$ cat config.mk
export PLATFORM = sky130hd
export DESIGN_NAME = param_ctrl_n
export DESIGN_NICKNAME = d
export VERILOG_FILES = /design/src/rtl/param_ctrl_n.sv
export SDC_FILE = /design/constraint.sdc
export NUM_CORES = 1
export LEC_CHECK = 0
export BUFFER_PORTS_ARGS = -buffer_cell sky130_fd_sc_hd__buf_2
export CORE_MARGIN = 2
export CORE_UTILIZATION = 60
export DETAILED_ROUTE_END_ITERATION = 10
export PLACE_DENSITY = 0.82
export SETUP_SLACK_MARGIN = 0.15
export SLEW_MARGIN = 20
export SYNTH_ARGS = -nofsm -noshare
export SYNTH_HDL_FRONTEND = slang
export SYNTH_SLANG_ARGS = --single-unit
$ cat constraint.sdc
create_clock -name clk -period 7.8 [get_ports clk]
set_input_delay 0.39 -clock clk [delete_from_list [all_inputs] [get_ports clk]]
set_output_delay 0.39 -clock clk [all_outputs]
set_load 0.02 [all_outputs]
$ cat src/rtl/param_ctrl_n.sv
// Key-driven parameter editor: a cursor selects one of NUM_PARAM values, inc/dec keys
// step it with wrap or saturate per parameter, and auto-repeat takes over on a long hold.
module param_ctrl_n #(
    parameter int NUM_PARAM = 5,
    parameter int PW = 11,
    parameter logic [NUM_PARAM*PW-1:0] P_MIN  = {11'd2, 11'd10, 11'd1, 11'd1, 11'd1},
    parameter logic [NUM_PARAM*PW-1:0] P_MAX  = {11'd20, 11'd800, 11'd300, 11'd4, 11'd6},
    parameter logic [NUM_PARAM*PW-1:0] P_STEP = {11'd1, 11'd10, 11'd1, 11'd1, 11'd1},
    parameter logic [NUM_PARAM*PW-1:0] P_INIT = {11'd2, 11'd10, 11'd1, 11'd1, 11'd1},
    parameter logic [NUM_PARAM-1:0] WRAP_MASK = 5'b01111,
    parameter int HOLD_CYC = 25_000_000,
    parameter int RPT_CYC = 5_000_000
) (
    input  logic                    clk,
    input  logic                    reset_n,
    input  logic                    key_sel,
    input  logic                    key_inc,
    input  logic                    key_dec,
    output logic [NUM_PARAM*PW-1:0] par_val,
    output logic [2:0]              sel,
    output logic [19:0]             disp_data,
    output logic                    upd,
    output logic                    at_limit
);

    // state  | meaning
    // S_IDLE | no auto-repeat armed; only a fresh inc/dec edge produces an event
    // S_HOLD | key held since its edge, timer counting down to the first repeat
    // S_RPT  | auto-repeating, timer counting down to the next repeat
    typedef enum logic [1:0] {S_IDLE, S_HOLD, S_RPT} state_t;

    localparam int TMAX = (HOLD_CYC > RPT_CYC) ? HOLD_CYC : RPT_CYC;
    localparam int TW = ($clog2(TMAX) < 1) ? 1 : $clog2(TMAX);
    localparam logic [TW-1:0] HOLD_LD = TW'(HOLD_CYC - 1);
    localparam logic [TW-1:0] RPT_LD = TW'(RPT_CYC - 1);
    localparam logic INIT_LIM = (P_INIT[PW-1:0] == P_MIN[PW-1:0]) ||
                                (P_INIT[PW-1:0] == P_MAX[PW-1:0]);

    state_t        state, state_nxt;
    logic [TW-1:0] tmr, tmr_nxt;
    logic          dir, dir_nxt;
    logic          inc_q, dec_q, sel_q;
    logic          inc_edge, dec_edge, sel_edge, both;
    logic          ev_inc, ev_dec;
    logic [2:0]    sel_r;
    logic [PW-1:0] val_r [NUM_PARAM];
    logic [PW-1:0] cur, mn, mx, stp, nxt;
    logic [PW:0]   sum, lim;
    logic          wrp, chg;

    assign inc_edge = key_inc & ~inc_q;
    assign dec_edge = key_dec & ~dec_q;
    assign sel_edge = key_sel & ~sel_q;
    assign both     = key_inc & key_dec;

    always_comb begin
        state_nxt = state;
        tmr_nxt   = tmr;
        dir_nxt   = dir;
        ev_inc    = 1'b0;
        ev_dec    = 1'b0;
        if (both) begin
            state_nxt = S_IDLE;
            tmr_nxt   = '0;
        end else if (inc_edge || dec_edge) begin
            ev_inc    = inc_edge;
            ev_dec    = dec_edge;
            dir_nxt   = inc_edge;
            state_nxt = S_HOLD;
            tmr_nxt   = HOLD_LD;
        end else if (sel_edge) begin
            state_nxt = S_IDLE;
            tmr_nxt   = '0;
        end else if (state != S_IDLE) begin
            if (!(dir ? key_inc : key_dec)) begin
                state_nxt = S_IDLE;
                tmr_nxt   = '0;
            end else if (tmr == '0) begin
                ev_inc    = dir;
                ev_dec    = ~dir;
                state_nxt = S_RPT;
                tmr_nxt   = RPT_LD;
            end else begin
                tmr_nxt = tmr - 1'b1;
            end
        end
    end

    always_comb begin
        cur = '0;
        mn  = '0;
        mx  = '0;
        stp = '0;
        wrp = 1'b0;
        for (int i = 0; i < NUM_PARAM; i++) begin
            if (sel_r == 3'(i)) begin
                cur = val_r[i];
                mn  = P_MIN[i*PW +: PW];
                mx  = P_MAX[i*PW +: PW];
                stp = P_STEP[i*PW +: PW];
                wrp = WRAP_MASK[i];
            end
        end
        sum = {1'b0, cur} + {1'b0, stp};
        lim = {1'b0, mn} + {1'b0, stp};
        nxt = cur;
        if (ev_inc) begin
            nxt = (sum > {1'b0, mx}) ? (wrp ? mn : mx) : sum[PW-1:0];
        end else if (ev_dec) begin
            nxt = ({1'b0, cur} >= lim) ? (cur - stp) : (wrp ? mx : mn);
        end
        chg = (ev_inc | ev_dec) && (nxt != cur);
    end

    always_ff @(posedge clk or negedge reset_n) begin
        if (!reset_n) begin
            state     <= S_IDLE;
            tmr       <= '0;
            dir       <= 1'b0;
            inc_q     <= 1'b0;
            dec_q     <= 1'b0;
            sel_q     <= 1'b0;
            sel_r     <= '0;
            upd       <= 1'b0;
            disp_data <= 20'(P_INIT[PW-1:0]);
            at_limit  <= INIT_LIM;
            for (int i = 0; i < NUM_PARAM; i++) val_r[i] <= P_INIT[i*PW +: PW];
        end else begin
            state <= state_nxt;
            tmr   <= tmr_nxt;
            dir   <= dir_nxt;
            inc_q <= key_inc;
            dec_q <= key_dec;
            sel_q <= key_sel;
            // the value update uses sel_r before the cursor moves in the same cycle
            if (sel_edge) sel_r <= (sel_r == 3'(NUM_PARAM - 1)) ? 3'd0 : sel_r + 3'd1;
            for (int i = 0; i < NUM_PARAM; i++) begin
                if (chg && sel_r == 3'(i)) val_r[i] <= nxt;
            end
            upd       <= chg;
            disp_data <= 20'(cur);
            at_limit  <= (cur == mn) || (cur == mx);
        end
    end

    genvar g;
    generate
        for (g = 0; g < NUM_PARAM; g++) begin : g_pack
            assign par_val[g*PW +: PW] = val_r[g];
        end
    endgenerate

    assign sel = sel_r;

endmodule

======== Word level (Yosys, flattened, before mapping) ========
Index checks and enable logic that the tools add are counted.
word-level totals
  bits in writable memories ............... 0
  output and inout bits ................... 80
  ROM bits ................................ 0
  register bits after elaboration ......... 102
  word-level logic and storage cells ...... 107
  memories ................................ 0
  bits in latches ......................... 0
operators by class
  reduce and logical (&&, ||, !) cells .... 14
  bitwise operators ....................... 10
  magnitude comparators ................... 2
  mux-type cells .......................... 53
  eq/ne operators ......................... 8
  $add $sub $neg .......................... 5
  shifts and indexed selects .............. 0
  div/mod/pow operators ................... 0
  multipliers ............................. 0
operators with widths
  operator               count
  $mux 11                20
  $mux 25                6
  $logic_not 25->1       1
  $sub 25x1->25 const B  1
  $add 11x11->12         2
  $eq 11x11->1           2
  $mux 1                 19
  $ge 11x12->1           1
  $gt 12x11->1           1
  $mux 2                 6
  $ne 11x11->1           1
  $sub 11x11->11         1
  $eq 3x2->1 const B     2
  $logic_and 1x1->1      6
  $mux 3                 2
  $ne 5x4->1 const B     1
  $not 1->1              5
  $and 1x1->1            4
  $reduce_and 2->1       2
  $reduce_bool 4->1      1
  $add 3x1->3 const B    1
  $eq 3x1->1 const B     1
  $eq 3x3->1 const B     1
  $logic_not 3->1        1
  other kinds (3)        4

======== Longest topological paths before layout ========
Gate-level depths: netlist of the first run.
  word-level depth ........................ 14
  mapped depth ............................ 31
  depth with buffers taken out ............ 26

======== Least setup slack after synthesis of the first run ========
No wires, ideal clock.
  path kind ............................... register to register
  from .................................... register sel_r[2], in the netlist sel[2]
  to ...................................... register val_r (netlist bit par_val[33])
  library setup time ...................... 0.128 ns
  path slack .............................. 1.100 ns
  data arrival time ....................... 6.572 ns
  cell stages (with the launch flop) ...... 30
  path through ............................ dfrtp_1 -> buf_6 -> buf_6 -> inv_1 -> ha_1 -> buf_6 -> or3_4 -> nor2_1 -> a221o_1 -> o21ai_1 -> inv_1 -> ha_1 -> inv_1 -> fa_1 -> a2111oi_0 -> a211oi_2 -> nor3_1 -> xnor2_1 -> ha_1 -> a211o_1 -> o22ai_1 -> a21o_1 -> a31oi_2 -> o21ai_1 -> a221oi_1 -> a311o_1 -> nor4_4 -> a21o_1 -> buf_4 -> mux2_1
on the way
  elaborated cells on any way between the ends .. 40
  classes of those cells .................. add/sub (3); order compare (2); eq/ne (5); mux (27); reduce/logical (3)
RTL lines
  what                                          line      RTL
  start: declaration                            45        logic [2:0] sel_r;
  start signal: assignment                      136       if (sel_edge) sel_r <= (sel_r == 3'(NUM_PARAM - 1)) ? 3'd0 : sel_r + 3'd1;
  $logic_not 3->1                               96        if (sel_r == 3'(i)) begin
  $mux 11 (4 in a row)                          96
  $mux 11 (*)                                   96
  via cur[0]                                    47        logic [PW-1:0] cur, mn, mx, stp, nxt;
  $add 11x11->12, or another cell as far along  104       sum = {1'b0, cur} + {1'b0, stp};
  $gt 12x11->1 or $mux 11 (tied branches)       108, 110
  $mux 11 (on tied branches)                    108, 109
  $mux 11                                       107       if (ev_inc) begin
  $ne 11x11->1                                  112       chg = (ev_inc | ev_dec) && (nxt != cur);
  $logic_and 1x1->1                             112
  $logic_and 1x1->1                             138       if (chg && sel_r == 3'(i)) val_r[i] <= nxt;
  end signal: indexed assignment                138
  end: declaration                              46        logic [PW-1:0] val_r [NUM_PARAM];
The timed path passes the listed nets; every way through them passes the cells marked *.
A chain may end at the register's enable or synchronous reset.

======== Worst setup path after layout of the first run ========
  from .................................... register sel_r[0], in the netlist sel[0]
  to ...................................... register val_r (netlist bit par_val[33])
Same word-level chain as after synthesis.

==> results of run 1 <==
state kept, by name, summed over array words and instances, names as in the netlist:
| register | count |
|---|---|
| upd | 1 |
| state | 2 |
| at_limit | 1 |
| tmr | 25 |
| sel_q | 1 |
| sel | 3 |
| dir | 1 |
| disp_data | 11 |
| dec_q | 1 |
| par_val | 55 |
| inc_q | 1 |
cells by family after synthesis:
family,Yosys count,share of synthesized area (%)
AO/OA/AOI/OAI,216,21.5
XOR/XNOR,26,3.18
adder cells (fa/ha/maj),27,4.92
buffers and inverters,73,5.62
flip-flops,102,35.8
multiplexers,60,10.9
other,1,0.0523
AND/OR/NAND/NOR,248,18.0
area by class of cell:
class / count / share of cell area, %
clock inverter: 6 / 0.741
inverter: 29 / 1.39
sequential: 102 / 32.3
multi-input combinational: 586 / 53.6
tap: 143 / 2.25
clock buffer: 10 / 2.88
timing repair buffer: 97 / 6.84
metrics by stage:
stage / cells / hold slack, ps
floorplan: 761 / 94.4
global placement: 957 / 431
detailed placement: 957 / 441
CTS: 973 / 56.5
global route: 973 / 79.2
finish: 973 / 36.2
final timing paths:
check                           startpoint            to  slack [ps]  cells after the start
worst min register to register     tmr[20]       tmr[20]         510                      2
worst max register to register      sel[0]   par_val[33]         500                     25
worst max-delay path                sel[0]   par_val[33]         500                     25
max in group asynchronous          reset_n   par_val[50]        6640                      2
worst min-delay path               reset_n  disp_data[9]          40                      1
min in group clk                   key_sel         sel_q         160                      1
placed cells by master, fill, tap and decap left out, types with 7 or more instances in the layout:
master / count
a21oi_1: 38
dfstp_2: 8
nand2b_1: 9
xnor2_1: 20
inv_1: 24
nand3b_1: 7
or3_1: 8
dfrtp_1: 94
buf_4: 23
o211ai_1: 8
a31oi_1: 13
clkbuf_16: 9
o22ai_1: 7
ha_1: 24
mux2_4: 30
conb_1: 9
nor3_1: 27
nor2_1: 64
mux2_1: 21
nand3_1: 10
nand2_1: 67
o21ai_0: 62
buf_2: 74
a21o_1: 8
per-layer routing:
| metal | wire length [µm] | vias to the layer above | GRT usage (%) |
|---|---|---|---|
| met2 | 10500 | 411 | 56.1 |
| met1 | 9320 | 3190 | 49.2 |
| li1 | - | 2896 | - |
| met5 | 0 | - | 0 |
| met4 | 999 | 0 | 17.6 |
| met3 | 2330 | 85 | 9.69 |
worst register-to-register path: stages, from the launching register on:
cell	delay (ps)
dfrtp_1	440
ha_1	260
ha_1	350
or3_4	470
nor2_1	290
a221o_1	220
o21ai_1	80
inv_1	140
ha_1	180
inv_1	60
fa_1	450
a2111oi_0	490
a211oi_2	170
nor3_1	330
xnor2_1	130
ha_1	220
a211o_1	310
o22ai_1	140
a21o_1	180
a31oi_2	170
o31a_1	280
a22oi_2	390
xnor2_1	140
a31oi_2	460
a21o_2	440
mux2_1	380
==> summary.txt, run 1 <==
Run status
  – Run status: finished clean

Floorplan
  – Chip Height: 113 µm
  – Die Wd: 113 µm
  – Initial Utilization: 62.2%
  – Core area: 11,500 µm²
  – Row Count: 39
  – Overall die area: 12,800 µm²
  – Io pins: 85

Clocking
  – Htree depth: 3
  – Clock-pin slew on the worst setup and hold paths: 70 ps
  – CTS tree: yes
  – Clock Tree Buf Depth: 2
  – Post-CTS Setup Repair Bufs: 0
  – CTS Buf Count: 9
  – Cts repair resizes: 0
  – Worst-Skew Late Latency: 360 ps
  – Hold buffers post-CTS: 0
  – Root Buffer: clkbuf_16
  – Clock Sinks: 102

Layout
  – Share of layout cells above drive strength 1: 24.5%
  – Register area: 2560 µm²
  – Post-layout net count: 857
  – Layout Utilization: 69.0%
  – FILL cells: 865
  – ANT cells: 0
  – Final Cell Area: 7940 µm²
  – Area growth syn-to-layout: 10.8%
  – Multi-input gate area: 4260 µm²

Global route
  – Total track usage: 36.8%
  – Initial antenna violation count: 0
  – Vias in the first global route: 6,449
  – First-pass GRT wire length: 36,200 µm
  – Largest net degree at the start of global routing: 57
  – Global route total overflow: 0

Placement
  – DP Wirelength: 17,300 µm
  – I/O Buffers: 75
  – Placed instance area: 7640 µm²
  – Placer Congestion: 1.03
  – Pre-CTS WS: 440 ps

Logic synthesis
  – Syn_area_per_cell: 9.52 µm²
  – Seq cells post-synth: 102
  – Async set-reset flop share out of synthesis: 100%
  – Top_reg_cell synth: dfrtp_1
  – Most frequent cell after synthesis: dfrtp_1
  – Synth Cell Area: 7170 µm²
  – Cell variety after synth: 102
  – Synth top area share: 32.8%
  – Synthesized instance count: 753
  – Post-synth top area cell: dfrtp_1
  – Register area share after synthesis: 35.8%
  – Most common library cells after synthesis: dfrtp_1 (94), nand2_1 (67), nor2_1 (64), o21ai_0 (63), a21oi_1 (38)
  – Post-synth EDFFs: 0
  – Synthesis Warnings: 0
  – Largest cells by area after synthesis: dfrtp_1 (33%), mux2_4 (6.3%), o21ai_0 (4.4%)

STA
  – Final period util: 93.6%
  – Final max-slew violation count: 0
  – Worst-Margin Slew: 1040 ps
  – Max-slew headroom: 30.8%
  – Hold Violations, Final: 0
  – Setup TNS: 0 ps
  – Fmax: 0.137 GHz
  – Finish-stage setup viols: 0
  – RSZ-0062 raised after global routing: false
  – Min Tclk post-route: 7300 ps
  – Clock Skews: 9.16 ps
  – Post-route setup slack: 496 ps

Detailed routing
  – DRC: 0
  – Drt wl/cell: 23.7 µm
  – Post-Route WL: 23,100 µm
  – Antenna-violating nets left: 0
  – Via density: 6.76
  – DRT Pass-1 Iters: 5
  – Drt initial violations: 774
  – Vias: 6,582

Worst hold path
  – Hold WC Path Type: in -> async

Worst setup path
  – Critical Path Most Common Cell: ha_1
  – Top Family by Delay on Critical Path: compound AO/OA/AOI/OAI gates
  – Setup crit start kind: flip-flop
  – CP max-delay cell: a2111oi_0
  – Worst path required time: 8040 ps
  – Arrival @ worst endpoint: 7550 ps
  – CP max FO: 11
  – Worst path max stage delay: 490 ps
  – Worst setup path class: reg -> reg
  – Crit path buf inv count: 2
  – CP Capture Type: flip-flop

Run
  – Count of maximum capacitance violations: 0
Power of run 1 is not shown: default switching activity piles up to over one toggle a cycle in this logic, so the estimate is an artifact.
==> inputs of run 2 (changes only) <==
CORE_ASPECT_RATIO = 1.1   (was unset)
==> run 2 against run 1 <==
Against the previous run:
- fmax up 0.22%
- worst hold slack worse by 9.5 ps
- utilization down 0.081 points
- die area about the same
- highest routed layer unchanged
==> summary.txt, run 2 (synthesized netlist as in run 1, its figures left out) <==
Layout
  – Max reg flops: 55
  – Area growth syn-to-layout: 10.9%
  – Share of layout cells above drive strength 1: 24.7%
  – ANT cells: 0
  – Most common cell after layout, fill and taps aside: dfrtp_1
  – Leading cell types in the layout, fill and taps excluded: dfrtp_1 (94), buf_2 (74), nand2_1 (67)
  – Post-layout net count: 853

Detailed routing
  – Antenna-violating nets left: 0
  – Post-Route WL: 23,300 µm
  – Vias: 6,626
  – DRT Pass-1 Iters: 5
  – Via density: 6.79
  – DR WL met2: 10,900 µm
  – Met3 WL post-DR: 2230 µm
  – Top routing layer used: met4
  – Met1 wire length: 9250 µm
  – Drt initial violations: 769
  – Drt wl/cell: 23.8 µm
  – DRC: 0

Floorplan
  – Die Wd: 108 µm
  – Row Count: 41
  – Overall die area: 12,800 µm²
  – Chip Height: 119 µm
  – Core area: 11,500 µm²
  – Initial Utilization: 62.1%
  – Io pins: 85

Worst setup path
  – Worst path required time: 8040 ps
  – Setup crit start kind: flip-flop
  – Top Family by Delay on Critical Path: compound AO/OA/AOI/OAI gates
  – CP max-delay cell: nor4b_2
  – Arrival @ worst endpoint: 7530 ps
  – CP Capture Type: flip-flop
  – Crit path buf inv count: 3
  – Worst path max stage delay: 560 ps
  – CP max FO: 26
  – Critical Path Most Common Cell: ha_1
  – Worst setup path class: reg -> reg

STA
  – Setup TNS: 0 ps
  – Worst-Margin Slew: 967 ps
  – Clock Skews: 15.4 ps
  – Max-slew headroom: 34.7%
  – Post-route setup slack: 513 ps
  – RSZ-0062 raised after global routing: true
  – Hold Violations, Final: 0
  – Min Tclk post-route: 7290 ps
  – Finish-stage setup viols: 0
  – Fmax: 0.137 GHz
  – Final period util: 93.4%
  – Final max-slew violation count: 0

Clocking
  – CTS tree: yes
  – Clock Tree Buf Depth: 2
  – Hold buffers post-CTS: 0
  – Root Buffer: clkbuf_16
  – Clock-pin slew on the worst setup and hold paths: 90 ps
  – CTS Buf Count: 9
  – Htree depth: 3
  – Clock Sinks: 102
  – Worst-Skew Late Latency: 370 ps

Placement
  – Placer Congestion: 1.03
  – I/O Buffers: 75
  – Pre-CTS WS: 403 ps
  – DP Wirelength: 16,900 µm

Global route
  – Vias in the first global route: 6,448
  – Total track usage: 37.0%
  – Largest net degree at the start of global routing: 56
  – First-pass GRT wire length: 36,100 µm
  – Initial antenna violation count: 0
  – Global route total overflow: 0

Run status
  – Run status: finished clean

Worst hold path
  – Hold WC Path Type: in -> async

Run
  – Count of maximum capacitance violations: 0
-- run 2: worst paths after layout --
check	cells after the start	startpoint	slack [ps]	end
setup reg to reg	25	sel[0]	510	par_val[39]
max in group asynchronous	2	reset_n	6610	par_val[53]
min in group clk	1	key_sel	160	sel_q
setup / recovery	25	sel[0]	510	par_val[39]
hold / removal	1	reset_n	30	disp_data[1]
hold reg to reg	2	tmr[20]	510	tmr[20]
-- run 2: through the flow --
step / area [µm²] / hold WS (ps) / utilization [%] / instances
2_1_floorplan: 7200 / 94.4 / - / 761
3_3_place_gp: 7620 / 435 / 66.0 / 960
3_5_place_dp: 7620 / 443 / 66.0 / 960
4_1_cts: 7920 / 53.6 / 68.7 / 976
5_1_grt: 7950 / 77.1 / 68.9 / 976
6_report: 7950 / 26.8 / 68.9 / 976
-- run 2: routing by layer --
layer	global-route usage, %	vias to the layer above
li1	-	2882
met1	49.9	3242
met2	58.0	428
met3	6.12	74
met4	16.6	0
met5	0	-
-- run 2: cell type report --
type	count	area, µm²
clock buffers	9	225
clock inverters	7	81.3
fillers	861	3590
inverters	29	110
multi-input cells	586	4270
flip-flops and latches	102	2560
well taps	150	188
repair buffers	93	513
-- run 2: repair_timing --
item,CTS,global route
gates resized for setup,0,8
hold endpoints to repair,0,0
setup buffers,0,0
setup endpoints to repair,0,54
Power of run 2 is left out for the same reason.
==> inputs of run 3 (changes only) <==
REMOVE_ABC_BUFFERS = 1   (was unset)
==> run 3 against run 2 <==
Against the previous run:
- critical path depth is 3 higher
- count of clock-buffer cells in the layout stayed put
- sequential share of layout area is 0.17 points lower
- design area is 0.54% higher
- sequential cell count stayed put
- wire length is 2.0% lower
- die area stayed put
- critical endpoint is now par_val[3]
- non-clock buffer count is 10 higher
- fmax is 1.7% higher
- global-route usage is 0.29 points lower
- highest routed layer unchanged
- via count is 0.71% higher
==> summary.txt, run 3 (synthesized netlist as in run 1, its figures left out) <==
STA
  – Clock Skews: 11.0 ps
  – Post-route setup slack: 638 ps
  – Min Tclk post-route: 7160 ps
  – RSZ-0062 raised after global routing: false
  – Max-slew headroom: 36.0%
  – Worst-Margin Slew: 951 ps
  – Fmax: 0.140 GHz
  – Hold Violations, Final: 0
  – Finish-stage setup viols: 0
  – Final max-slew violation count: 0
  – Setup TNS: 0 ps
  – Final period util: 91.8%
  – WHS: 7.42 ps

Clocking
  – Hold buffers post-CTS: 0
  – CTS Buf Count: 9
  – Worst-Skew Late Latency: 360 ps
  – Clock Sinks: 102
  – Clock Tree Buf Depth: 2
  – CTS tree: yes
  – Root Buffer: clkbuf_16
  – Htree depth: 3
  – Clock-pin slew on the worst setup and hold paths: 80 ps

Worst setup path
  – Worst path max stage delay: 470 ps
  – Worst Setup SP: sel[0]
  – Top Family by Delay on Critical Path: compound AO/OA/AOI/OAI gates
  – Setup crit start kind: flip-flop
  – Worst setup path class: reg -> reg
  – CP max FO: 11
  – Critical register-to-register path startpoint: sel[0]
  – Worst path required time: 8040 ps
  – CP Capture Type: flip-flop
  – Arrival @ worst endpoint: 7400 ps
  – Crit path buf inv count: 5
  – Critical Path Most Common Cell: ha_1
  – CP max-delay cell: fa_1

Layout
  – ANT cells: 0
  – Max reg flops: 55
  – Area growth syn-to-layout: 11.5%
  – Most common cell after layout, fill and taps aside: dfrtp_1
  – Leading cell types in the layout, fill and taps excluded: dfrtp_1 (94), buf_2 (74), nand2_1 (67)
  – Post-layout net count: 863
  – Final Cell Area: 7990 µm²
  – Share of layout cells above drive strength 1: 25.0%

Placement
  – I/O Buffers: 75
  – Pre-CTS WS: 274 ps
  – Placed instance area: 7650 µm²
  – Placer Congestion: 1.04
  – DP Wirelength: 16,800 µm

Global route
  – Vias in the first global route: 6,457
  – Global route total overflow: 0
  – First-pass GRT wire length: 36,100 µm
  – Total track usage: 36.7%
  – Largest net degree at the start of global routing: 63
  – Initial antenna violation count: 0

Detailed routing
  – DRC: 0
  – DRT Pass-1 Iters: 5
  – Via density: 6.77
  – Drt wl/cell: 23.1 µm
  – Post-Route WL: 22,800 µm
  – Vias: 6,673
  – Antenna-violating nets left: 0
  – Drt initial violations: 830

Floorplan
  – Die Wd: 108 µm
  – Chip Height: 119 µm
  – Core area: 11,500 µm²
  – Initial Utilization: 62.1%
  – Io pins: 85
  – Row Count: 41
  – Overall die area: 12,800 µm²

Worst hold path
  – Hold WC Path Type: in -> async

Run status
  – Run status: finished clean

Run
  – Count of maximum capacitance violations: 0
## run 3: layer usage
metal / vias to the layer above / global-route usage (%) / routed length (µm)
met2: 477 / 56.0 / 10500
met1: 3216 / 51.3 / 9180
met4: 0 / 14.1 / 782
li1: 2899 / - / -
met3: 81 / 7.12 / 2310
met5: - / 0 / 0
## run 3: path summary, 6_finish.rpt
path | endpoint | slack, ps | depth (start not counted)
hold reg to reg | par_val[46] | 540 | 1
min in group clk | sel_q | 180 | 1
setup / recovery | par_val[3] | 640 | 28
hold / removal | disp_data[2] | 7 | 1
max in group asynchronous | par_val[1] | 6610 | 2
setup reg to reg | par_val[3] | 640 | 28
## run 3: area by class of cell
cell class | instances | area (µm²)
clock inverters | 7 | 65.1
repair buffers | 103 | 588
clock buffers | 9 | 225
fillers | 880 | 3550
well taps | 150 | 188
inverters | 29 | 110
flip-flops and latches | 102 | 2560
multi-input cells | 586 | 4250
## run 3: repair_timing
| item | 4_1_cts | 5_1_grt |
|---|---|---|
| endpoints found under the setup margin | 0 | 54 |
| gates resized for setup | 0 | 4 |
| buffers inserted | 0 | 5 |
## run 3: worst reg2reg max path: cells and delay by family (launching register included)
kind,cells,cell delay (ps)
buffers and inverters,5,870
multiplexers,1,340
AND/OR/NAND/NOR,3,930
flip-flops,1,440
AO/OA/AOI/OAI,13,2960
XOR/XNOR,1,120
adder cells (fa/ha/maj),5,1380
## run 3: per-stage QoR
step / util [%] / cells
after CTS: 68.8 / 981
after global placement: 66.3 / 965
after detailed placement: 66.3 / 965
final: 69.2 / 986
after global routing: 69.2 / 986
after floorplan: - / 717
Power of run 3 is left out for the same reason.
